<file path="src/rtl/mfp_irq_ctrl.sv">
// MC68901-style prioritised interrupt controller: per-source edge detection, pending/in-service
// tracking, vectored acknowledge. Define MFP_IRQ_LEVEL_EN to enable per-source level sensitivity.
module mfp_irq_ctrl #(
    parameter int          NUM_SRC  = 16,
    parameter logic [7:0]  SPUR_VEC = 8'h18
) (
    input  logic               clk,
    input  logic               reset,
    input  logic               clk_en,
    input  logic               sel,
    input  logic [4:0]         addr,
    input  logic [7:0]         din,
    input  logic               ds,
    input  logic               rw,
    output logic [7:0]         dout,
    output logic               dtack,
    input  logic [NUM_SRC-1:0] src,
    input  logic               iack,
    output logic               irq
);
    localparam int NB = NUM_SRC / 8;
    localparam int IW = $clog2(NUM_SRC);

    logic [NUM_SRC-1:0] ier_reg, ipr_reg, isr_reg, imr_reg, aer_reg, a_d_reg;
    logic [NUM_SRC-1:0] ier_next, ipr_next, isr_next, imr_next, aer_next;
    logic [NUM_SRC-1:0] lvl_reg;
    logic [7:0]         vr_reg, vr_next, vec_reg, vec_next;
    logic               sel_reg, iack_reg;

    logic [NUM_SRC-1:0] act, edge_det, pend, ipr_clr, isr_clr, p_hot, ipr_edge;
    logic [NB-1:0]      bank_hit;
    logic [IW-1:0]      p_idx, s_idx;
    logic               pv, sv, wr_stb, iack_stb;
    logic [7:0]         rd_data, vec_calc;

    // Bank decode shared by the read mux and the write decoder; banks past NB never match.
    generate
        for (genvar gi = 0; gi < NB; gi++) begin : g_bank
            assign bank_hit[gi] = (addr[1:0] == 2'(gi));
        end
    endgenerate

    assign wr_stb   = clk_en & sel & ~ds & ~rw & ~sel_reg;
    assign iack_stb = clk_en & iack & ~iack_reg & ~ds;
    assign act      = src ^ ~aer_reg;
    assign edge_det = act & ~a_d_reg;
    assign pend     = ipr_reg & imr_reg;

    always_comb begin
        p_idx = '0;
        pv    = 1'b0;
        s_idx = '0;
        sv    = 1'b0;
        for (int i = 0; i < NUM_SRC; i++) begin
            if (pend[i]) begin
                p_idx = IW'(i);
                pv    = 1'b1;
            end
            if (isr_reg[i]) begin
                s_idx = IW'(i);
                sv    = 1'b1;
            end
        end
    end

    assign irq   = pv & (~sv | (p_idx > s_idx));
    assign p_hot = (iack_stb & pv) ? (NUM_SRC'(1) << p_idx) : '0;

    always_comb begin
        vec_calc            = vr_reg;
        vec_calc[IW-1:0]    = p_idx;
    end

`ifdef MFP_IRQ_LEVEL_EN
    logic [NUM_SRC-1:0] lvl_next;
`else
    assign lvl_reg = '0;
`endif

    always_comb begin
        ier_next = ier_reg;
        imr_next = imr_reg;
        aer_next = aer_reg;
        vr_next  = vr_reg;
        ipr_clr  = '0;
        isr_clr  = '0;
`ifdef MFP_IRQ_LEVEL_EN
        lvl_next = lvl_reg;
`endif
        if (wr_stb) begin
            if (addr == 5'h14)
                vr_next = din;
            for (int b = 0; b < NB; b++) begin
                if (bank_hit[b]) begin
                    case (addr[4:2])
                        3'd0: begin
                            ier_next[8*b +: 8] = din;
                            ipr_clr[8*b +: 8]  = ~din;
                        end
                        3'd1: ipr_clr[8*b +: 8]  = ~din;
                        3'd2: isr_clr[8*b +: 8]  = ~din;
                        3'd3: imr_next[8*b +: 8] = din;
                        3'd4: aer_next[8*b +: 8] = din;
`ifdef MFP_IRQ_LEVEL_EN
                        3'd6: lvl_next[8*b +: 8] = din;
`endif
                        default: ;
                    endcase
                end
            end
        end
    end

    // A new edge outranks any same-cycle clear; level sources simply track the qualified input.
    assign ipr_edge = (ipr_reg & ~ipr_clr & ~p_hot) | (edge_det & ier_reg);
    assign ipr_next = (ipr_edge & ~lvl_reg) | (act & ier_reg & lvl_reg);
    assign isr_next = (isr_reg & ~isr_clr) | (vr_reg[3] ? p_hot : '0);
    assign vec_next = iack_stb ? (pv ? vec_calc : SPUR_VEC) : vec_reg;

    always_ff @(posedge clk) begin
        if (reset) begin
            ier_reg  <= '0;
            ipr_reg  <= '0;
            isr_reg  <= '0;
            imr_reg  <= '0;
            aer_reg  <= '0;
            a_d_reg  <= '0;
            vr_reg   <= '0;
            vec_reg  <= '0;
            sel_reg  <= 1'b0;
            iack_reg <= 1'b0;
        end else if (clk_en) begin
            ier_reg  <= ier_next;
            ipr_reg  <= ipr_next;
            isr_reg  <= isr_next;
            imr_reg  <= imr_next;
            aer_reg  <= aer_next;
            a_d_reg  <= act;
            vr_reg   <= vr_next;
            vec_reg  <= vec_next;
            sel_reg  <= sel;
            iack_reg <= iack;
        end
    end

`ifdef MFP_IRQ_LEVEL_EN
    always_ff @(posedge clk) begin
        if (reset)
            lvl_reg <= '0;
        else if (clk_en)
            lvl_reg <= lvl_next;
    end
`endif

    always_comb begin
        rd_data = '0;
        if (addr == 5'h14)
            rd_data = vr_reg;
        for (int b = 0; b < NB; b++) begin
            if (bank_hit[b]) begin
                case (addr[4:2])
                    3'd0:    rd_data = ier_reg[8*b +: 8];
                    3'd1:    rd_data = ipr_reg[8*b +: 8];
                    3'd2:    rd_data = isr_reg[8*b +: 8];
                    3'd3:    rd_data = imr_reg[8*b +: 8];
                    3'd4:    rd_data = aer_reg[8*b +: 8];
                    3'd6:    rd_data = lvl_reg[8*b +: 8];
                    default: ;
                endcase
            end
        end
    end

    always_comb begin
        dout = 8'h00;
        if (sel && !ds && rw)
            dout = rd_data;
        else if (iack)
            dout = vec_reg;
    end

    assign dtack = (sel_reg & sel) | (iack_reg & iack);

endmodule

</file>
<file path="config.mk">
export PLATFORM = sky130hd
export DESIGN_NAME = mfp_irq_ctrl
export DESIGN_NICKNAME = d
export VERILOG_FILES = /design/src/rtl/mfp_irq_ctrl.sv
export SDC_FILE = /design/constraint.sdc
export NUM_CORES = 1
export LEC_CHECK = 0
export ABC_AREA = 0
export ABC_CLOCK_PERIOD_IN_PS = 3180
export CAP_MARGIN = 0
export CORE_MARGIN = 5
export CORE_UTILIZATION = 59
export DETAILED_ROUTE_END_ITERATION = 6
export GPL_TIMING_DRIVEN = 0
export PLACE_DENSITY = 0.9
export SYNTH_ARGS = -nofsm -noshare
export SYNTH_HDL_FRONTEND = slang
export SYNTH_SLANG_ARGS = --single-unit
</file>
<file path="constraint.sdc">
create_clock -name clk -period 3.18 [get_ports clk]
set_input_delay 0.318 -clock clk [delete_from_list [all_inputs] [get_ports clk]]
set_output_delay 0.318 -clock clk [all_outputs]
set_load 0.005 [all_outputs]
</file>
==> metrics.md, run 1 <==
| Metric | Value |
|---|---|
| FP Rows | 37 |
| Crit. End Element | flop |
| Top_reg_cell synth | dfxtp_1 |
| Buf/Inv on CP | 12 |
| Setup violators final | 0 |
| Root buf cell | clkbuf_8 |
| DRC viols | 2 |
| Clk sinks | 114 |
| R2r startpoint | imr_reg[9] |
| Hold depth | 4 |
| Worst Min Path Start | reset |
| Iter 0 DRT Violations | 1,197 |
| Gpl congestion | 0.9892 |
| Most frequent cells in the layout | nor2_1, dfxtp_1, mux2i_1 |
| Crit-path max FO | 4 |
| Initial antenna violation count | 0 |
| Global-route wire length before repair | 37,190 um |
| Max IR drop VDD | 418.0 uV |
| Final core occ | 75.62% |
| Max clock buf depth | 2 |
| Worst slew pin tran | 0.9955 ns |
| Final period util | 97.15% |
| Min Hold Slack | 0.3568 ns |
| DIE WIDTH | 113.1 um |
| Full die area | 12,790 sq um |
| Lkg Pwr | 3.007 nW |
| Worst path slowest cell | dfxtp_4 |
| Multi-input logic area | 3806 sq um |
| Worst Path Required | 3.60 ns |
| Post-DR vias/cell | 7.018 |
| Area grow syn2layout | 24.48% |
| Share of layout cells above drive strength 1 | 15.85% |
| Global route overflow | 0 |
| Worst hold path type | in2reg |
| Power Dens Cells | 498.6 nW/um^2 |
| Synth Instances | 736 |
| Family with the most delay on the worst path | buffers and inverters |
| Register-to-Register Setup Slack | 0.09 ns |
| Hold Path End | isr_reg[1] |
| Initial Util | 60.74% |
| Antenna-violating nets left | 0 |
| Total GRT Usage | 38.14% |
| Post-synthesis sequential area ratio | 36.39% |
| Vias in the first global route | 6,669 |
| H-tree level count | 4 |
| Failing checks | design-rule violations |
| CTS Buf Count | 17 |
| Asr flop ratio synth | 0% |
| R2R cell count | 17 |
| Reg2reg end | ipr_reg[12] |
| Clock transition at the registers of the reported paths | 0.06 ns |
| TritonRoute pass-1 iters | 7 |
| Area leader, netlist | dfxtp_1 |
| Top cell type's share of synthesized area | 36.39% |
| Element type at the critical path start | flop |
| Min cycle time layout | 3.089 ns |
| #FFs+latches synth | 114 |
| Most Frequent Cell on Critical Path | buf_4 |
| Antenna Cells | 0 |
| Max-capacitance violation count | 0 |
| Synth Cell Area | 6271 sq um |
| Crit path DAT | 3.51 ns |
| Average size of a mapped cell | 8.520 sq um |
| Core region area | 10,320 sq um |
| CP peak stage delay | 0.36 ns |
| WL per Instance | 25.00 um |
| Routed Wire Length | 24,230 um |
| Clock Skew | 0.005521 ns |
| Post-CTS Hold Fix Bufs | 0 |
| Clk Latency, worst-skew pair | 0.54 ns |
| PortBufs | 40 |
| CTS tree | built |
| Post-synth EDFFs | 0 |
| Hold Violations, Final | 0 |
| F_max | 323.7 MHz |
| Fillers | 720 |
| Hpwl dp | 16,470 um |
| RSZ-0062 raised after global routing | false |
| Cell variety after synth | 68 |
| Post-Syn Nets | 776 |
| Commonest non-fill, non-tap cell in the layout | nor2_1 |
| Largest net degree at the start of global routing | 17 |
| Crit-path cells | a22oi_2 -> a21boi_2 -> o211ai_1 -> buf_4 -> buf_4 -> buf_4 -> buf_4 -> buf_4 -> buf_4 -> buf_4 -> buf_4 -> buf_4 -> buf_4 -> buf_4 -> buf_4 -> a211oi_4 -> a21oi_1 |
| Die span in y | 113.1 um |
| Area contributors post-synth | dfxtp_1, mux2i_1, nor2_1 |
| Reg area | 2308 sq um |
| Nets@finish | 860 |
| Final slew viol count | 0 |
| # IOs | 46 |
| Status | finished with violations |
| Critical path type | reg2reg |
| Max transition margin | 33.12% |
| Syn. warnings | 0 |
| Vias | 6,800 |
[per-stage QoR]
stage	total power, mW	cell area [sq um]	setup WS [ns]	setup TNS [ns]	std cells
3_3_place_gp	1.819	6842	-0.1118	-0.1118	912
4_1_cts	3.856	7779	0.007571	0	969
5_1_grt	3.974	7806	0.009028	0	969
3_5_place_dp	1.831	6842	-0.2115	-0.2115	912
6_report	3.893	7806	0.09054	0	969
2_1_floorplan	1.692	6271	0.7612	0	736
[synth_stat cells (4+ instances only)]
library cell  number
a21oi_1           51
a221o_1            6
a22o_1             7
a22oi_1           10
a311oi_1           7
a31oi_1            7
a32o_1             7
and2_1             5
buf_1              6
buf_2             12
clkbuf_1          29
dfxtp_1          114
ha_1               4
inv_1             11
mux2i_1           64
mux4_2             8
nand2_1           37
nand2b_1           4
nand3_1           13
nand4_1            5
nor2_1           133
nor2b_1           23
nor3_1             7
o21a_1             5
o21ai_0           28
o21ai_1            9
o221ai_1           6
o31a_1            11
o31ai_1           20
or3b_2             8
xnor2_1            4
xor2_1            12
[per-layer routing]
layer,vias up,track usage (%),routed length (um)
li1,2874,-,-
met1,3169,45.78,8464
met2,593,59.16,10930
met3,164,10.43,2958
met4,0,26.52,1877
met5,-,0,0
[what timing repair did]
item                                    in CTS  in global routing
pin swaps                                   12                  6
endpoints found under the setup margin       1                  6
setup buffers                               25                  2
gates resized for setup                     41                 14
[power by group]
group	switching, mW	internal (mW)	leakage (nW)
Clock	0.675	1.39	0.311
Combinational	0.219	0.127	1.76
Sequential	0.0311	1.46	0.931
Total	0.925	2.97	3.01
[worst max path at each step]
stage / startpoint / end / slack [ns] / depth (start not counted)
after global routing: addr[4] / dout[3] / 0.009 / 6
after CTS: ipr_reg[9] / irq / 0.008 / 13
after detailed placement: ipr_reg[9] / irq / -0.21 / 13
after global placement: ipr_reg[9] / irq / -0.11 / 13
after floorplan: ipr_reg[9] / irq / 0.76 / 12
final: imr_reg[9] / ipr_reg[12] / 0.09 / 17
[worst register-to-register path, stage by stage (launching register included)]
cell	delay, ns
dfxtp_4	0.36
a22oi_2	0.28
a21boi_2	0.25
o211ai_1	0.14
buf_4	0.17
buf_4	0.13
buf_4	0.13
buf_4	0.12
buf_4	0.13
buf_4	0.14
buf_4	0.13
buf_4	0.13
buf_4	0.12
buf_4	0.12
buf_4	0.12
buf_4	0.14
a211oi_4	0.25
a21oi_1	0.11
[area by class of cell]
class	count	share of cell area, %
clock buffer	21	5.754
multi-input combinational	556	48.76
timing repair buffer	65	7.469
clock inverter	11	2.340
buffer	51	3.077
inverter	15	0.8495
sequential	114	29.57
tap	136	2.180
[logic make-up (layout without fill, tap and decap cells)]
family,after synthesis,count (layout),synth area share (%)
xor gates and xnor gates,16,16,2.235
buffers and inverters,66,163,4.389
and+or+nand+nor,261,261,20.65
AOI/OAI and AO/OA,203,203,22.45
adders and majority gates,4,4,0.7981
muxes,72,72,13.09
DFF,114,114,36.39
Power figures use the tool's default switching activity.
==> run 2: changes to the inputs <==
- ABC_AREA: 0 -> 1
- REMOVE_ABC_BUFFERS: unset -> 1
==> metrics.md, run 2 <==
| Metric | Value |
|---|---|
| Status | finished with violations |
| Failing checks | design-rule violations |
| Clock transition at the registers of the reported paths | 0.06 ns (about the same) |
| Routed Wire Length | 20,510 um (-15%) |
| Area leader, netlist | dfxtp_1 |
| Critical path type | in2out |
| Initial Util | 59.79% (-0.95 points) |
| Vias in the first global route | 6,022 (-9.7%) |
| Post-synth EDFFs | 0 (unchanged) |
| Synth top cells by count | o21ai_0, a21oi_1, dfxtp_1, inv_1, nand2_1 |
| Synth Cell Area | 6117 sq um (-2.5%) |
| Global route overflow | 0 (unchanged) |
| Average size of a mapped cell | 7.088 sq um (-17%) |
| Top cell type's share of synthesized area | 37.31% (+0.92 points) |
| Crit. End Element | primary output |
| Max-capacitance violation count | 0 (unchanged) |
| Max transition margin | 32.05% (-1.1 points) |
| Vias | 6,529 (-4.0%) |
| Antenna-violating nets left | 0 (unchanged) |
| RSZ-0062 raised after global routing | true |
| Post-CTS Hold Fix Bufs | 0 (unchanged) |
| Power Dens Cells | 503.9 nW/um^2 (+1.1%) |
| Final WS setup | 0.03188 ns (-0.05865 ns) |
| Root buf cell | clkbuf_8 |
| Area grow syn2layout | 19.82% |
| Nets@finish | 943 (+9.7%) |
| PortBufs | 45 (+13%) |
| F_max | 317.7 MHz (-1.9%) |
| Total GRT Usage | 32.35% (-5.8 points) |
| Element type at the critical path start | input pin |
| Final period util | 99.00% (+1.8 points) |
| Cell with the most instances after synthesis | o21ai_0 |
| Antenna Cells | 0 (unchanged) |
| Worst Path Required | 2.86 ns (-0.74 ns) |
| DRC viols | 20 (+18) |
| Initial antenna violation count | 0 (unchanged) |
| CTS Buf Count | 17 (unchanged) |
| Clock Skew | 0.008135 ns (+0.002614 ns) |
| Worst slew pin tran | 1.016 ns (+0.02047 ns) |
| # IOs | 46 (unchanged) |
| DIE WIDTH | 111.8 um (-1.1%) |
| Share of layout cells above drive strength 1 | 12.24% (-3.6 points) |
| WL per Instance | 19.51 um (-22%) |
| TritonRoute pass-1 iters | 7 (unchanged) |
| Crit path DAT | 2.83 ns (-0.68 ns) |
| Worst hold path type | in2reg |
| Most frequent cells in the layout | o21ai_0, a21oi_1, dfxtp_1 |
| Synth Instances | 863 (+17%) |
| Die span in y | 111.8 um (-1.1%) |
| Post-synthesis sequential area ratio | 37.31% (+0.92 points) |
| Full die area | 12,500 sq um (-2.2%) |
| Final slew viol count | 0 (unchanged) |
| Cell variety after synth | 48 (-29%) |
| Largest net degree at the start of global routing | 55 (+38) |
| Top_reg_cell synth | dfxtp_1 |
| Global-route wire length before repair | 31,990 um (-14%) |
| H-tree level count | 4 (unchanged) |
| Max IR drop VDD | 457.6 uV (+9.5%) |
| Crit-path max FO | 4 (unchanged) |
| FP Rows | 37 (unchanged) |
| Hold Violations, Final | 0 (unchanged) |
| Min cycle time layout | 3.148 ns (+0.05865 ns) |
| Clk Latency, worst-skew pair | 0.53 ns (about the same) |
| Placement Setup Slack | -0.7792 ns (-0.5677 ns) |
| Area contributors post-synth | dfxtp_1, o21ai_0, a21oi_1 |
| CTS tree | built |
| Max clock buf depth | 2 (unchanged) |
| Hpwl dp | 13,960 um (-15%) |
| Core region area | 10,230 sq um (-0.90%) |
| Setup violators final | 0 (unchanged) |
| Gpl congestion | 0.9893 (about the same) |
| Iter 0 DRT Violations | 964 (-19%) |
| Lkg Pwr | 2.795 nW (-7.1%) |
| Total Power | 3.693 mW (-5.1%) |
| #FFs+latches synth | 114 (unchanged) |
| Clk sinks | 114 (unchanged) |
| Post-DR vias/cell | 6.212 (-11%) |
| Asr flop ratio synth | 0% (unchanged) |
| Syn. warnings | 0 (unchanged) |
run 2: cell count changes after synthesis, moves of 15 or more:
cell,change
o22ai_1,+18
nand2_1,+56
mux2i_1,-64
inv_1,+94
nor2_1,-60
o21ai_0,+94
o31ai_1,-15
nor2b_1,-23
a21oi_1,+70
nand3_1,+25
run 2: logic make-up (layout without fill, tap and decap cells):
family,count (synthesis),in the layout,synth area share [%]
XOR/XNOR,16,16,2.291
adder cells (fa/ha/maj),4,4,0.8182
AO/OA/AOI/OAI,323,323,29.52
AND/OR/NAND/NOR,246,246,19.29
buffers and inverters,160,212,10.78
flip-flops,114,114,37.31
run 2: area by class of cell:
cell class | count | area, sq um
Multi-Input combinational cell | 589 | 3228
Fill cell | 821 | 2902
Sequential cell | 114 | 2286
Timing Repair Buffer | 61 | 583.1
Inverter | 120 | 470.5
Clock buffer | 21 | 459.2
Tap cell | 136 | 170.2
Clock inverter | 10 | 132.6
run 2: worst max-delay path, cell delays in order:
cell,delay [ns]
clkdlybuf4s50_1,0.53
inv_1,0.13
nor3_4,0.25
clkinvlp_4,0.16
buf_4,0.17
o221ai_1,0.15
o21ai_0,0.21
o21a_1,0.18
o21ai_0,0.18
clkdlybuf4s50_1,0.54
run 2: where the power goes:
part | switching [mW] | internal, mW
logic | 0.181 | 0.106
clock network | 0.675 | 1.24
registers | 0.0242 | 1.46
run 2: path summary, 6_finish.rpt:
check | startpoint | end | slack (ns) | cells after the start
max | addr[2] | dout[7] | 0.03 | 10
min | clk_en | sel_reg | 0.44 | 3
max reg2reg | ipr_reg[10] | ipr_reg[10] | 0.66 | 11
min reg2reg | a_d_reg[15] | a_d_reg[15] | 0.46 | 2
run 2: timing repair:
item / in CTS / in global routing
setup endpoints to repair: 62 / 9
buffers inserted: 7 / 8
hold endpoints to repair: 0 / 0
pin swaps: 2 / 4
gates resized for setup: 19 / 10
run 2: through the flow:
stage          area [sq um]  std cells  util (%)  hold WS (ns)  setup TNS (ns)
6_report               7330       1051     71.64        0.4351               0
5_1_grt                7330       1051     71.64        0.4870         -0.1565
4_1_cts                7258       1043     70.94        0.4653         -0.2063
3_5_place_dp           6556       1005     64.08        0.4561          -46.44
3_3_place_gp           6536       1004     63.89        0.4492          -52.94
2_1_floorplan          5916        823         -        0.3871               0
run 2: metal layers:
layer  wire length (um)  global-route usage (%)  vias to the layer above
met5                  0                       0                        -
met4               1099                   17.19                        0
met3               2471                   9.130                      103
met2               9012                   49.12                      440
met1               7924                   41.68                     2975
li1                   -                       -                     3011
==> run 3: changes to the inputs <==
- CORE_UTILIZATION: 59 -> 46
- GPL_TIMING_DRIVEN: 0 -> unset
- MAX_ROUTING_LAYER: unset -> met4
- PLACE_DENSITY: 0.9 -> 0.75
==> metrics.md, run 3 (same netlist as run 2, synthesis figures left out) <==
| Metric | Value |
|---|---|
| Min Hold Slack | 0.4661 ns (+0.03097 ns) |
| Buf/Inv on CP | 4 (-1) |
| Worst slew pin tran | 0.6394 ns (-0.3766 ns) |
| Hold Violations, Final | 0 (unchanged) |
| Antenna Cells | 0 (unchanged) |
| Reg area | 2290 sq um (+0.16%) |
| Family with the most delay on the worst path | buffers and inverters |
| Max clock buf depth | 2 (unchanged) |
| Multi-input logic area | 3218 sq um (-0.31%) |
| H-tree level count | 4 (unchanged) |
| Total Power | 3.756 mW (+1.7%) |
| Area grow syn2layout | 22.25% |
| Worst hold path type | reg2reg |
| Clk sinks | 114 (unchanged) |
| Post-DR vias/cell | 5.802 (-6.6%) |
| Global route overflow | 0 (unchanged) |
| RSZ-0062 raised after global routing | false |
| Nets@finish | 956 (+1.4%) |
| Initial Util | 46.56% (-13 points) |
| Worst Path Required | 2.86 ns (about the same) |
| Vias in the first global route | 5,975 (-0.78%) |
| Full die area | 15,700 sq um (+26%) |
| Cell area after placement | 6794 sq um (+3.6%) |
| Fillers | 1,280 (+56%) |
| CTS tree | built |
| Clock transition at the registers of the reported paths | 0.05 ns (about the same) |
| Clk Latency, worst-skew pair | 0.42 ns (-0.11 ns) |
| Root buf cell | clkbuf_16 |
| Largest net degree at the start of global routing | 33 (-40%) |
| Status | finished with violations |
| Antenna-violating nets left | 0 (unchanged) |
| Hpwl dp | 16,000 um (+15%) |
| FP Rows | 42 (+14%) |
| Element type at the critical path start | input pin |
| Iter 0 DRT Violations | 679 (-30%) |
| DRC viols | 1 (-95%) |
| PortBufs | 45 (unchanged) |
| Worst path slowest cell | clkdlybuf4s50_1 |
| Sum Neg Setup Slack | 0 ns (unchanged) |
| Vias | 6,405 (-1.9%) |
| Final period util | 95.93% (-3.1 points) |
| CP peak stage delay | 0.49 ns (-0.05 ns) |
| Max IR drop VDD | 370.4 uV (-19%) |
| Initial antenna violation count | 0 (unchanged) |
| Placement Setup Slack | 0.08650 ns (+0.8657 ns) |
| TritonRoute pass-1 iters | 7 (unchanged) |
| Min cycle time layout | 3.050 ns (-0.09767 ns) |
| Gpl congestion | 1.038 (+4.9%) |
| CTS Buf Count | 17 (unchanged) |
| Final slew viol count | 0 (unchanged) |
| Power Dens Cells | 502.2 nW/um^2 (-0.34%) |
| Failing checks | design-rule violations |
| Crit-path cells | clkdlybuf4s50_1 -> inv_2 -> nand2_2 -> clkinvlp_4 -> nand3_1 -> o21ai_0 -> o31a_1 -> a21oi_1 -> o21ai_0 -> clkdlybuf4s50_1 |
| Max-capacitance violation count | 0 (unchanged) |
| Crit. End Element | primary output |
| DIE WIDTH | 125.3 um (+12%) |
| Crit-path max FO | 9 (+5) |
| # IOs | 46 (unchanged) |
| Critical path type | in2out |
| Max transition margin | 57.05% (+25 points) |
| Final WS setup | 0.1296 ns (+0.09767 ns) |
| WL per Instance | 19.67 um (+0.80%) |
| Setup violators final | 0 (unchanged) |
| Share of layout cells above drive strength 1 | 13.36% (+1.1 points) |
| Core region area | 13,140 sq um (+28%) |
| Global-route wire length before repair | 33,650 um (+5.2%) |
| F_max | 327.8 MHz (+3.2%) |
| Crit path DAT | 2.73 ns (-0.10 ns) |
| Lkg Pwr | 2.860 nW (+2.3%) |
| Fin area | 7478 sq um (+2.0%) |
| Total GRT Usage | 28.68% (-3.7 points) |
| Routed Wire Length | 21,710 um (+5.9%) |
| Most frequent cells in the layout | o21ai_0, a21oi_1, dfxtp_1 |
| Clock Skew | 0.01114 ns (+0.003001 ns) |
| Die span in y | 125.3 um (+12%) |
[run 3: area by class of cell]
| class | count | area share (%) |
|---|---|---|
| Multi-Input combinational cell | 589 | 43.03 |
| Sequential cell | 114 | 30.62 |
| Timing Repair Buffer | 74 | 9.035 |
| Clock buffer | 22 | 6.475 |
| Inverter | 120 | 6.174 |
| Tap cell | 176 | 2.945 |
| Clock inverter | 9 | 1.723 |
[run 3: what timing repair did]
action / CTS / global route
endpoints found under the setup margin: 1 / 7
hold buffers: 0 / 0
gates resized for setup: 9 / 17
setup buffers: 0 / 3
pin swaps: 3 / 3
[run 3: stage by stage]
step	util [%]	instances
2_1_floorplan	-	823
3_3_place_gp	51.71	1070
4_1_cts	56.55	1101
6_report	56.92	1104
5_1_grt	56.92	1104
3_5_place_dp	51.71	1070
[run 3: tightest hold or removal path, cell delays in order, from the launching register on]
cell and delay, ns:
dfxtp_2 0.33, inv_1 0.05, a21oi_1 0.05
[run 3: layer usage]
layer	wire length [um]	vias to the layer above	part of all wire (%)	track usage, %
met1	9088	2935	42	36.47
met5	0	-	0	-
met2	9344	357	43	41.35
met4	959	0	4.4	13.46
met3	2321	77	11	9.168
li1	-	3036	-	-
[run 3: report_power, final]
group / switching [mW] / total [mW] / internal (mW) / leakage (nW)
logic: 0.184 / 0.296 / 0.112 / 1.63
registers: 0.0241 / 1.49 / 1.46 / 0.929
clock network: 0.668 / 1.97 / 1.31 / 0.298
total: 0.877 / 3.76 / 2.88 / 2.86
[run 3: path summary, 6_finish.rpt]
path / slack, ns / cells past startpoint / from / end
max: 0.13 / 10 / addr[3] / dout[2]
min: 0.47 / 2 / imr_reg[2] / imr_reg[2]
max reg2reg: 0.97 / 10 / ipr_reg[7] / ipr_reg[6]
min reg2reg: 0.47 / 2 / imr_reg[2] / imr_reg[2]
